[src/rtl/mbinit_pkg.sv]
// Shared MBINIT definitions: sideband message codes, CAL responder state
// encoding and default timeout, common to the CAL initiator and responders.
package mbinit_pkg;

  localparam logic [3:0] MBINIT_CAL_Done_req  = 4'b0001;
  localparam logic [3:0] MBINIT_CAL_Done_resp = 4'b0010;

  localparam int TIMEOUT_CYCLES_DFLT = 800000;

  localparam logic [2:0] ST_IDLE      = 3'd0;
  localparam logic [2:0] ST_WAIT_REQ  = 3'd1;
  localparam logic [2:0] ST_SEND_RESP = 3'd2;
  localparam logic [2:0] ST_WAIT_SENT = 3'd3;
  localparam logic [2:0] ST_DONE      = 3'd4;
  localparam logic [2:0] ST_TIMEOUT   = 3'd5;

  typedef enum logic [2:0] {
    IDLE      = ST_IDLE,
    WAIT_REQ  = ST_WAIT_REQ,
    SEND_RESP = ST_SEND_RESP,
    WAIT_SENT = ST_WAIT_SENT,
    DONE      = ST_DONE,
    TIMEOUT   = ST_TIMEOUT
  } cal_rsp_state_e;

endpackage

[src/rtl/mbinit_cal_responder_if.sv]
// Sideband bundle between the CAL responder (master) and the shared
// sideband RX decoder / TX path (slave).
interface mbinit_cal_responder_if #(
  parameter int SB_MSG_WIDTH = 4
);
  logic                    i_Busy_SideBand;
  logic [SB_MSG_WIDTH-1:0] i_RX_SbMessage;
  logic                    i_msg_valid;
  logic [SB_MSG_WIDTH-1:0] o_TX_SbMessage;
  logic                    o_ValidOutDatat_Module;

  modport master (
    input  i_Busy_SideBand,
    input  i_RX_SbMessage,
    input  i_msg_valid,
    output o_TX_SbMessage,
    output o_ValidOutDatat_Module
  );

  modport slave (
    output i_Busy_SideBand,
    output i_RX_SbMessage,
    output i_msg_valid,
    input  o_TX_SbMessage,
    input  o_ValidOutDatat_Module
  );
endinterface

[src/rtl/mbinit_timeout_cnt.sv]
// Up-counter with clear/enable; expire_o flags count == MAX-1 and the count
// holds there until cleared. Shared by the MBINIT responders.
module mbinit_timeout_cnt #(
  parameter int MAX = 16
) (
  input  logic CLK,
  input  logic rst_n,
  input  logic clr_i,
  input  logic en_i,
  output logic expire_o
);
  localparam int W = (MAX > 1) ? $clog2(MAX) : 1;

  logic [W-1:0] cnt_q, cnt_d;

  assign expire_o = (cnt_q == W'(MAX - 1));

  always_comb begin
    cnt_d = cnt_q;
    if (clr_i)                   cnt_d = '0;
    else if (en_i && !expire_o)  cnt_d = cnt_q + 1'b1;
  end

  always_ff @(posedge CLK or negedge rst_n) begin
    if (!rst_n) cnt_q <= '0;
    else        cnt_q <= cnt_d;
  end
endmodule

[src/rtl/mbinit_cal_responder.sv]
// MBINIT.CAL responder: answers Done_req with Done_resp over the sideband.
// Optional WAIT_REQ timeout enabled by macro MBINIT_CAL_RSP_TIMEOUT_EN.
module mbinit_cal_responder
  import mbinit_pkg::*;
#(
  parameter int SB_MSG_WIDTH   = 4,
  parameter int TIMEOUT_CYCLES = TIMEOUT_CYCLES_DFLT
) (
  input  logic                          CLK,
  input  logic                          rst_n,
  input  logic                          i_MBINIT_PARAM_end,
  mbinit_cal_responder_if.master        sb,
  output logic                          o_MBINIT_CAL_resp_end,
  output logic                          o_cal_timeout
);
  cal_rsp_state_e state_q, state_d;
  logic req_pend_q, req_pend_d;
  logic done_seen_q, done_seen_d;
  logic valid_q, valid_d;
  logic [SB_MSG_WIDTH-1:0] tx_q, tx_d;
  logic resp_end_q, resp_end_d;
  logic req_now, req_any, en, busy;

  assign en      = i_MBINIT_PARAM_end;
  assign busy    = sb.i_Busy_SideBand;
  assign req_now = sb.i_msg_valid && (sb.i_RX_SbMessage == SB_MSG_WIDTH'(MBINIT_CAL_Done_req));
  assign req_any = req_now || req_pend_q;

`ifdef MBINIT_CAL_RSP_TIMEOUT_EN
  logic expire, tmo_q, tmo_d;

  mbinit_timeout_cnt #(.MAX(TIMEOUT_CYCLES)) u_timeout_cnt (
    .CLK      (CLK),
    .rst_n    (rst_n),
    .clr_i    (state_q != WAIT_REQ),
    .en_i     (state_q == WAIT_REQ),
    .expire_o (expire)
  );
`endif

  always_comb begin
    state_d     = state_q;
    req_pend_d  = req_pend_q;
    done_seen_d = done_seen_q;
    case (state_q)
      IDLE:      if (en) state_d = WAIT_REQ;
      WAIT_REQ: begin
        if (!en)                  state_d = IDLE;
        else if (req_any && !busy) state_d = SEND_RESP;
`ifdef MBINIT_CAL_RSP_TIMEOUT_EN
        else if (expire && !req_any) state_d = TIMEOUT;
`endif
      end
      SEND_RESP: begin
        if (!en)       state_d = IDLE;
        else if (busy) state_d = WAIT_SENT;
      end
      WAIT_SENT: begin
        if (!en)        state_d = IDLE;
        else if (!busy) state_d = DONE;
      end
      DONE: begin
        if (!en)                   state_d = IDLE;
        else if (req_any && !busy) state_d = SEND_RESP;
      end
`ifdef MBINIT_CAL_RSP_TIMEOUT_EN
      TIMEOUT:   if (!en) state_d = IDLE;
`endif
      default:   state_d = IDLE;
    endcase

    // A request caught while not ready is remembered until the response goes out.
    if (!en)                                              req_pend_d = 1'b0;
    else if (state_d == SEND_RESP && state_q != SEND_RESP) req_pend_d = 1'b0;
    else if (req_now && state_q != SEND_RESP)             req_pend_d = 1'b1;

    if (state_d == IDLE)      done_seen_d = 1'b0;
    else if (state_d == DONE) done_seen_d = 1'b1;

    valid_d    = (state_d == SEND_RESP);
    tx_d       = valid_d ? SB_MSG_WIDTH'(MBINIT_CAL_Done_resp) : '0;
    resp_end_d = done_seen_d && (state_d inside {SEND_RESP, WAIT_SENT, DONE});
`ifdef MBINIT_CAL_RSP_TIMEOUT_EN
    tmo_d      = (state_d == TIMEOUT);
`endif
  end

  always_ff @(posedge CLK or negedge rst_n) begin
    if (!rst_n) begin
      state_q     <= IDLE;
      req_pend_q  <= 1'b0;
      done_seen_q <= 1'b0;
      valid_q     <= 1'b0;
      tx_q        <= '0;
      resp_end_q  <= 1'b0;
    end else begin
      state_q     <= state_d;
      req_pend_q  <= req_pend_d;
      done_seen_q <= done_seen_d;
      valid_q     <= valid_d;
      tx_q        <= tx_d;
      resp_end_q  <= resp_end_d;
    end
  end

`ifdef MBINIT_CAL_RSP_TIMEOUT_EN
  always_ff @(posedge CLK or negedge rst_n) begin
    if (!rst_n) tmo_q <= 1'b0;
    else        tmo_q <= tmo_d;
  end
  assign o_cal_timeout = tmo_q;
`else
  assign o_cal_timeout = 1'b0;
`endif

  assign sb.o_ValidOutDatat_Module = valid_q;
  assign sb.o_TX_SbMessage         = tx_q;
  assign o_MBINIT_CAL_resp_end     = resp_end_q;
endmodule

[src/flat_wrapper.sv]
// flat-port wrapper written by rule: the top's interface ports become plain ports
module mbinit_cal_responder_flat import mbinit_pkg::*;
#(
  parameter int SB_MSG_WIDTH   = 4,
  parameter int TIMEOUT_CYCLES = TIMEOUT_CYCLES_DFLT
)
  (CLK, rst_n, i_MBINIT_PARAM_end, o_MBINIT_CAL_resp_end, o_cal_timeout, sb_i_Busy_SideBand, sb_i_RX_SbMessage, sb_i_msg_valid, sb_o_TX_SbMessage, sb_o_ValidOutDatat_Module);
  mbinit_cal_responder_if #(.SB_MSG_WIDTH(SB_MSG_WIDTH)) sb_i ();
  input  logic CLK;
  input  logic rst_n;
  input  logic i_MBINIT_PARAM_end;
  output logic o_MBINIT_CAL_resp_end;
  output logic o_cal_timeout;
  input wire logic [$bits(sb_i.i_Busy_SideBand)-1:0] sb_i_Busy_SideBand;
  input wire logic [$bits(sb_i.i_RX_SbMessage)-1:0] sb_i_RX_SbMessage;
  input wire logic [$bits(sb_i.i_msg_valid)-1:0] sb_i_msg_valid;
  output wire logic [$bits(sb_i.o_TX_SbMessage)-1:0] sb_o_TX_SbMessage;
  output wire logic [$bits(sb_i.o_ValidOutDatat_Module)-1:0] sb_o_ValidOutDatat_Module;
  assign sb_i.i_Busy_SideBand = sb_i_Busy_SideBand;
  assign sb_i.i_RX_SbMessage = sb_i_RX_SbMessage;
  assign sb_i.i_msg_valid = sb_i_msg_valid;
  assign sb_o_TX_SbMessage = sb_i.o_TX_SbMessage;
  assign sb_o_ValidOutDatat_Module = sb_i.o_ValidOutDatat_Module;
  mbinit_cal_responder #(.SB_MSG_WIDTH(SB_MSG_WIDTH), .TIMEOUT_CYCLES(TIMEOUT_CYCLES)) u_core (.CLK(CLK), .rst_n(rst_n), .i_MBINIT_PARAM_end(i_MBINIT_PARAM_end), .sb(sb_i), .o_MBINIT_CAL_resp_end(o_MBINIT_CAL_resp_end), .o_cal_timeout(o_cal_timeout));
endmodule
[config.mk]
export PLATFORM = sky130hd
export DESIGN_NAME = mbinit_cal_responder_flat
export DESIGN_NICKNAME = d
export VERILOG_FILES = /design/src/rtl/mbinit_pkg.sv /design/src/rtl/mbinit_cal_responder_if.sv /design/src/rtl/mbinit_timeout_cnt.sv /design/src/rtl/mbinit_cal_responder.sv /design/src/flat_wrapper.sv
export SDC_FILE = /design/constraint.sdc
export NUM_CORES = 1
export LEC_CHECK = 0
export BUFFER_PORTS_ARGS = -buffer_cell sky130_fd_sc_hd__buf_2
export CORE_AREA = 8 8 45 47
export DETAILED_ROUTE_END_ITERATION = 6
export DIE_AREA = 0 0 53 55
export SLEW_MARGIN = 10
export SYNTH_ARGS = -nofsm -noshare
export SYNTH_HDL_FRONTEND = slang
export SYNTH_SLANG_ARGS = --single-unit
[constraint.sdc]
create_clock -name CLK -period 2.72 [get_ports CLK]
set_input_delay 0.408 -clock CLK [delete_from_list [all_inputs] [get_ports CLK]]
set_output_delay 0.408 -clock CLK [all_outputs]
set_load 0.01 [all_outputs]
==> Word level (Yosys, flattened, before mapping) <==
Index checks and enable logic that the tools add are counted.
{ "classes": {"eq_ne": 10, "muxes": 14, "n_reduce_logical": 11} }
{ "op_table": {"columns": ["operator", "n"], "rows": [
  ["2-to-1 mux 3 bit", 7],
  ["== test 3 x 2 -> 1 bit (second input constant)", 4],
  ["case mux 3 bit (4 select lines)", 1],
  ["== test 3 bit (second input constant)", 2],
  ["logical NOT 3 bit", 2],
  ["logical AND 1 bit", 5],
  ["2-to-1 mux 1 bit", 5],
  ["== test 4 x 1 -> 1 bit (second input constant)", 1],
  ["== test 3 x 1 -> 1 bit (second input constant)", 1],
  ["!= test 3 x 1 -> 1 bit (second input constant)", 1],
  ["!= test 3 x 2 -> 1 bit (second input constant)", 1],
  ["nonzero test 3 bit", 1],
  ["2-to-1 mux 2 bit", 1],
  ["OR reduction 2 bit", 1],
  ["logical NOT 1 bit", 1],
  ["logical OR 1 bit", 1]
]} }
{ "word_totals": {"output_inout_bits": 7, "regBits": 11, "inputBits": 9} }

==> Longest topological paths before layout <==
{ "logic_depth": {"word_depth": 11, "mapped_depth": 4, "ltp_nobuf": 4} }

==> Least setup slack after synthesis <==
No wires, ideal clock.
{ "synth_timing": {"kind": "flip-flop to flip-flop", "start": "register u_core.state_q[0]", "end": "register u_core.resp_end_q, in the netlist u_core.o_MBINIT_CAL_resp_end", "required_time_ps": 2643, "setup_time_ps": 77, "stages_incl_launch_ff": 5, "synth_period_minus_slack_ps": 1378, "arrival_time_ps": 1301, "slack_ps": 1342, "path_cell_list": "dfrtp_1 -> or3b_1 -> a2111oi_2 -> nor2_1 -> o21ai_1"} }
{ "synth_via": {"elab_chain_cells": 7, "word_cells_on_any_way": 22} }
{ "synth_lines": {"columns": ["element", "line", "source"], "rows": [
  ["start: declaration", "mbinit_cal_responder.sv:16", "cal_rsp_state_e state_q, state_d;"],
  ["start signal: assignment", "mbinit_cal_responder.sv:97", "state_q <= state_d;"],
  ["== test 3 x 1 -> 1 bit (tied with other cells)", "mbinit_cal_responder.sv:45", "case (state_q)"],
  ["OR reduction 2 bit (no source line) (tied with other cells)", null, null],
  ["case mux 3 bit (4 select lines) (*)", "mbinit_cal_responder.sv:45", null],
  ["== test 3 bit", "mbinit_cal_responder.sv:78, mbinit_cal_responder.sv:82", null],
  ["2-to-1 mux 1 bit", "mbinit_cal_responder.sv:78", "else if (state_d == DONE) done_seen_d = 1'b1;"],
  ["2-to-1 mux 1 bit", "mbinit_cal_responder.sv:77", "if (state_d == IDLE) done_seen_d = 1'b0;"],
  ["logical AND 1 bit (*)", "mbinit_cal_responder.sv:82", "resp_end_d = done_seen_d && (state_d inside {SEND_RESP, WAIT_SENT, DONE});"],
  ["via u_core.resp_end_d", "mbinit_cal_responder.sv:21", "logic resp_end_q, resp_end_d;"],
  ["end signal: assignment", "mbinit_cal_responder.sv:102", "resp_end_q <= resp_end_d;"],
  ["end: declaration", "mbinit_cal_responder.sv:21", null]
]} }
The timed path passes the listed nets; every way through them passes the cells marked *.
A chain may end at the register's enable or synchronous reset.

==> Worst setup path after layout <==
{ "layout_timing": {"start": "register u_core.state_q[0]", "end": "register u_core.done_seen_q"} }
{ "layout_via": {"elab_chain_cells": 6, "word_cells_on_any_way": 18} }
{ "layout_lines": {"columns": ["element", "line", "source"], "rows": [
  ["== test 3 x 1 -> 1 bit (tied with other cells)", "mbinit_cal_responder.sv:45", null],
  ["OR reduction 2 bit (no source line) (tied with other cells)", null, null],
  ["case mux 3 bit (4 select lines) (*)", "mbinit_cal_responder.sv:45", null],
  ["== test 3 bit", "mbinit_cal_responder.sv:78", null],
  ["2-to-1 mux 1 bit", "mbinit_cal_responder.sv:78", null],
  ["2-to-1 mux 1 bit (*)", "mbinit_cal_responder.sv:77", null],
  ["via u_core.done_seen_d", "mbinit_cal_responder.sv:18", "logic done_seen_q, done_seen_d;"],
  ["end signal: assignment", "mbinit_cal_responder.sv:99", "done_seen_q <= done_seen_d;"],
  ["end: declaration", "mbinit_cal_responder.sv:18", null]
]} }
Marked as above.

==> qor.csv <==
metric,value,unit
post-synthesis sequential area ratio,0.401,
pwr/cell area,432,mW/mm^2
setup TNS,0,ns
share of cells above drive strength 1,0.305,
syn_area_per_cell,9.70,um^2
hpwl dp,727,um
Tightest Hold Check Type,in -> reg,
#FFs+latches synth,7,
pre-CTS setup slack,1.23,ns
"Req. time, crit path",2.89,ns
Skew-Pair Late Insertion Delay,0.25,ns
Setup Viol. Count Final,0,
Initial Util,0.316,
Cells after Synth,45,
area of the core,0.00138,mm^2
first-pass GRT wire length,1510,um
status,"complete, no violations",
max_cap viols,0,
Synth Cell Area,437,um^2
count of cell types in the netlist,25,
post-layout min period,1.49,ns
final wirelength,912,um
clk sinks,7,
drt pass-1 iters,4,
vias in the first global route,372,
clock tree buffer depth,2,
Port Buffers,11,
routed via count,352,
largest net degree at the start of global routing,8,
Die Wd,53,um
TritonCTS clock tree,built,
CTS Root Cell,clkbuf_4,
Vert. Die Dim,55,um
"Remaining Overflow, GRT",0,
leak pwr,0.263,nW
Setup crit end kind,flip-flop,
number of top-level pins,16,
Worst Path Arrival,1.66,ns
Slew Limit Fails,0,
FMAX,670,MHz
CP Class,reg -> reg,
final count of hold timing violations,0,
Num CTS Buffers,3,
clk slew on worst S/H paths,0.05,ns
Resize count post-CTS,0,
Setup Buffers After CTS,0,
GR Util All Layers,0.0710,
Final Cell Area,522,um^2
maximum vdd drop,0.280,mV
ANT cells,0,
Wirelength per Cell,12.2,um
CTS Hold Bufs,1,
flop-to-flop setup slack,1.23,ns
Post-layout nets,69,
placement row count,14,
YS warnings,0,
Max H-tree Level,1,
placed cell area,485,um^2
Final WS setup,1.23,ns
die area,0.00292,mm^2
Post-route DRC,0,
GP Congestion,0.905,
startpoint types,flip-flop,
Crit Path Max Fanout,6,
final critical-path share of the clock period,0.549,
Layout area overhead,19.5,%
ANT nets after route,0,
RSZ-0062 raised after global routing,no,
initial antenna violation count,0,
Vias/cell,4.69,
drt initial violations,4,
Worst Skew,0.00252,ns
==> worst max-delay path: stages (launching register included) <==
cell,delay [ns]
dfrtp_1,0.43
or3b_1,0.43
a2111oi_2,0.33
nor2_1,0.12
o21ai_1,0.10
==> power by group <==
group | leakage (nW) | internal (mW) | switching [mW]
Sequential | 0.0954 | 0.106 | 0.00202
Clock | 0.0150 | 0.0557 | 0.0346
Combinational | 0.152 | 0.0116 | 0.0157
==> cell usage in the layout, fill, tap and decap left out <==
cell type,synthesis,final
buf_2,0,11
dfrtp_1,7,7
inv_1,4,4
conb_1,1,4
nand2b_1,3,3
nor2_1,3,3
clkbuf_4,0,3
nor2b_1,2,2
a2111oi_2,2,2
o21ai_1,2,2
nor3b_2,1,1
nor4bb_1,1,1
and3b_1,1,1
and2b_1,1,1
xnor2_1,1,1
or2_2,1,1
o2bb2ai_1,1,1
a221o_1,1,1
nand3_1,1,1
or3b_1,1,1
nand2_1,1,1
o32ai_1,1,1
a31oi_1,1,1
a21oi_1,1,1
o31ai_1,1,1
nor3_1,1,1
clkbuf_1,0,1
dlygate4sd3_1,0,1
==> per-layer routing <==
layer	global-route usage	vias to the layer above	part of all wire
li1	-	178	-
met1	0.0760	162	0.40
met2	0.113	10	0.51
met3	0.0348	2	0.087
met4	0.0388	0	0.0066
met5	0	-	0
==> state kept, by name, summed over array words and instances (netlist names) <==
name / cells
u_core.state_q: 3
u_core.done_seen_q: 1
u_core.o_MBINIT_CAL_resp_end: 1
u_core.req_pend_q: 1
u_core.sb.o_TX_SbMessage: 1
==> final cells by class <==
class | count | area, um^2
Tap cell | 16 | 20.0
Fill cell | 135 | 862
Multi-Input combinational cell | 32 | 220
Clock buffer | 4 | 26.3
Timing Repair Buffer | 12 | 65.1
Sequential cell | 7 | 175
Inverter | 4 | 15.0
==> final timing paths <==
kind,from,endpoint,depth (start not counted)
setup / recovery,u_core.state_q[0]$_DFF_PN0_,u_core.done_seen_q$_DFF_PN0_,4
hold / removal,i_MBINIT_PARAM_end,u_core.req_pend_q$_DFFE_PN0P_,3
setup reg to reg,u_core.state_q[0]$_DFF_PN0_,u_core.done_seen_q$_DFF_PN0_,4
hold reg to reg,u_core.done_seen_q$_DFF_PN0_,u_core.o_MBINIT_CAL_resp_end$_DFF_PN0_,2
max in group asynchronous,rst_n,u_core.done_seen_q$_DFF_PN0_,2
min in group asynchronous,rst_n,u_core.o_MBINIT_CAL_resp_end$_DFF_PN0_,2
==> stage by stage <==
step / power [mW] / util / cells / hold WS (ns)
after floorplan: 0.128 / - / 48 / 0.112
after global placement: 0.135 / 0.351 / 70 / 0.246
after detailed placement: 0.135 / 0.351 / 70 / 0.244
after CTS: 0.230 / 0.377 / 75 / 0.452
after global routing: 0.241 / 0.377 / 75 / 0.455
final: 0.225 / 0.377 / 75 / 0.461
==> synth_stat cells <==
library cell | number | share of area
and3b_1 | 1 | 0.020
nor3_1 | 1 | 0.011
nand2_1 | 1 | 0.0086
a221o_1 | 1 | 0.023
or2_2 | 1 | 0.014
a31oi_1 | 1 | 0.014
xnor2_1 | 1 | 0.020
a2111oi_2 | 2 | 0.069
or3b_1 | 1 | 0.020
nand2b_1 | 3 | 0.043
nor4bb_1 | 1 | 0.023
nor3b_2 | 1 | 0.029
conb_1 | 1 | 0.0086
dfrtp_1 | 7 | 0.40
a21oi_1 | 1 | 0.011
nand3_1 | 1 | 0.011
nor2b_1 | 2 | 0.029
buf_4 | 5 | 0.086
inv_1 | 4 | 0.034
o31ai_1 | 1 | 0.017
o2bb2ai_1 | 1 | 0.020
o32ai_1 | 1 | 0.020
o21ai_1 | 2 | 0.023
and2b_1 | 1 | 0.017
nor2_1 | 3 | 0.026
==> cells by family after synthesis <==
group | Yosys count | synth area share
flops | 7 | 0.401
other cells | 1 | 0.00859
simple gates | 17 | 0.252
xor+xnor | 1 | 0.0201
compound gates | 10 | 0.198
buf+inv | 9 | 0.120
No activity file was read; power rests on OpenSTA's default activity.
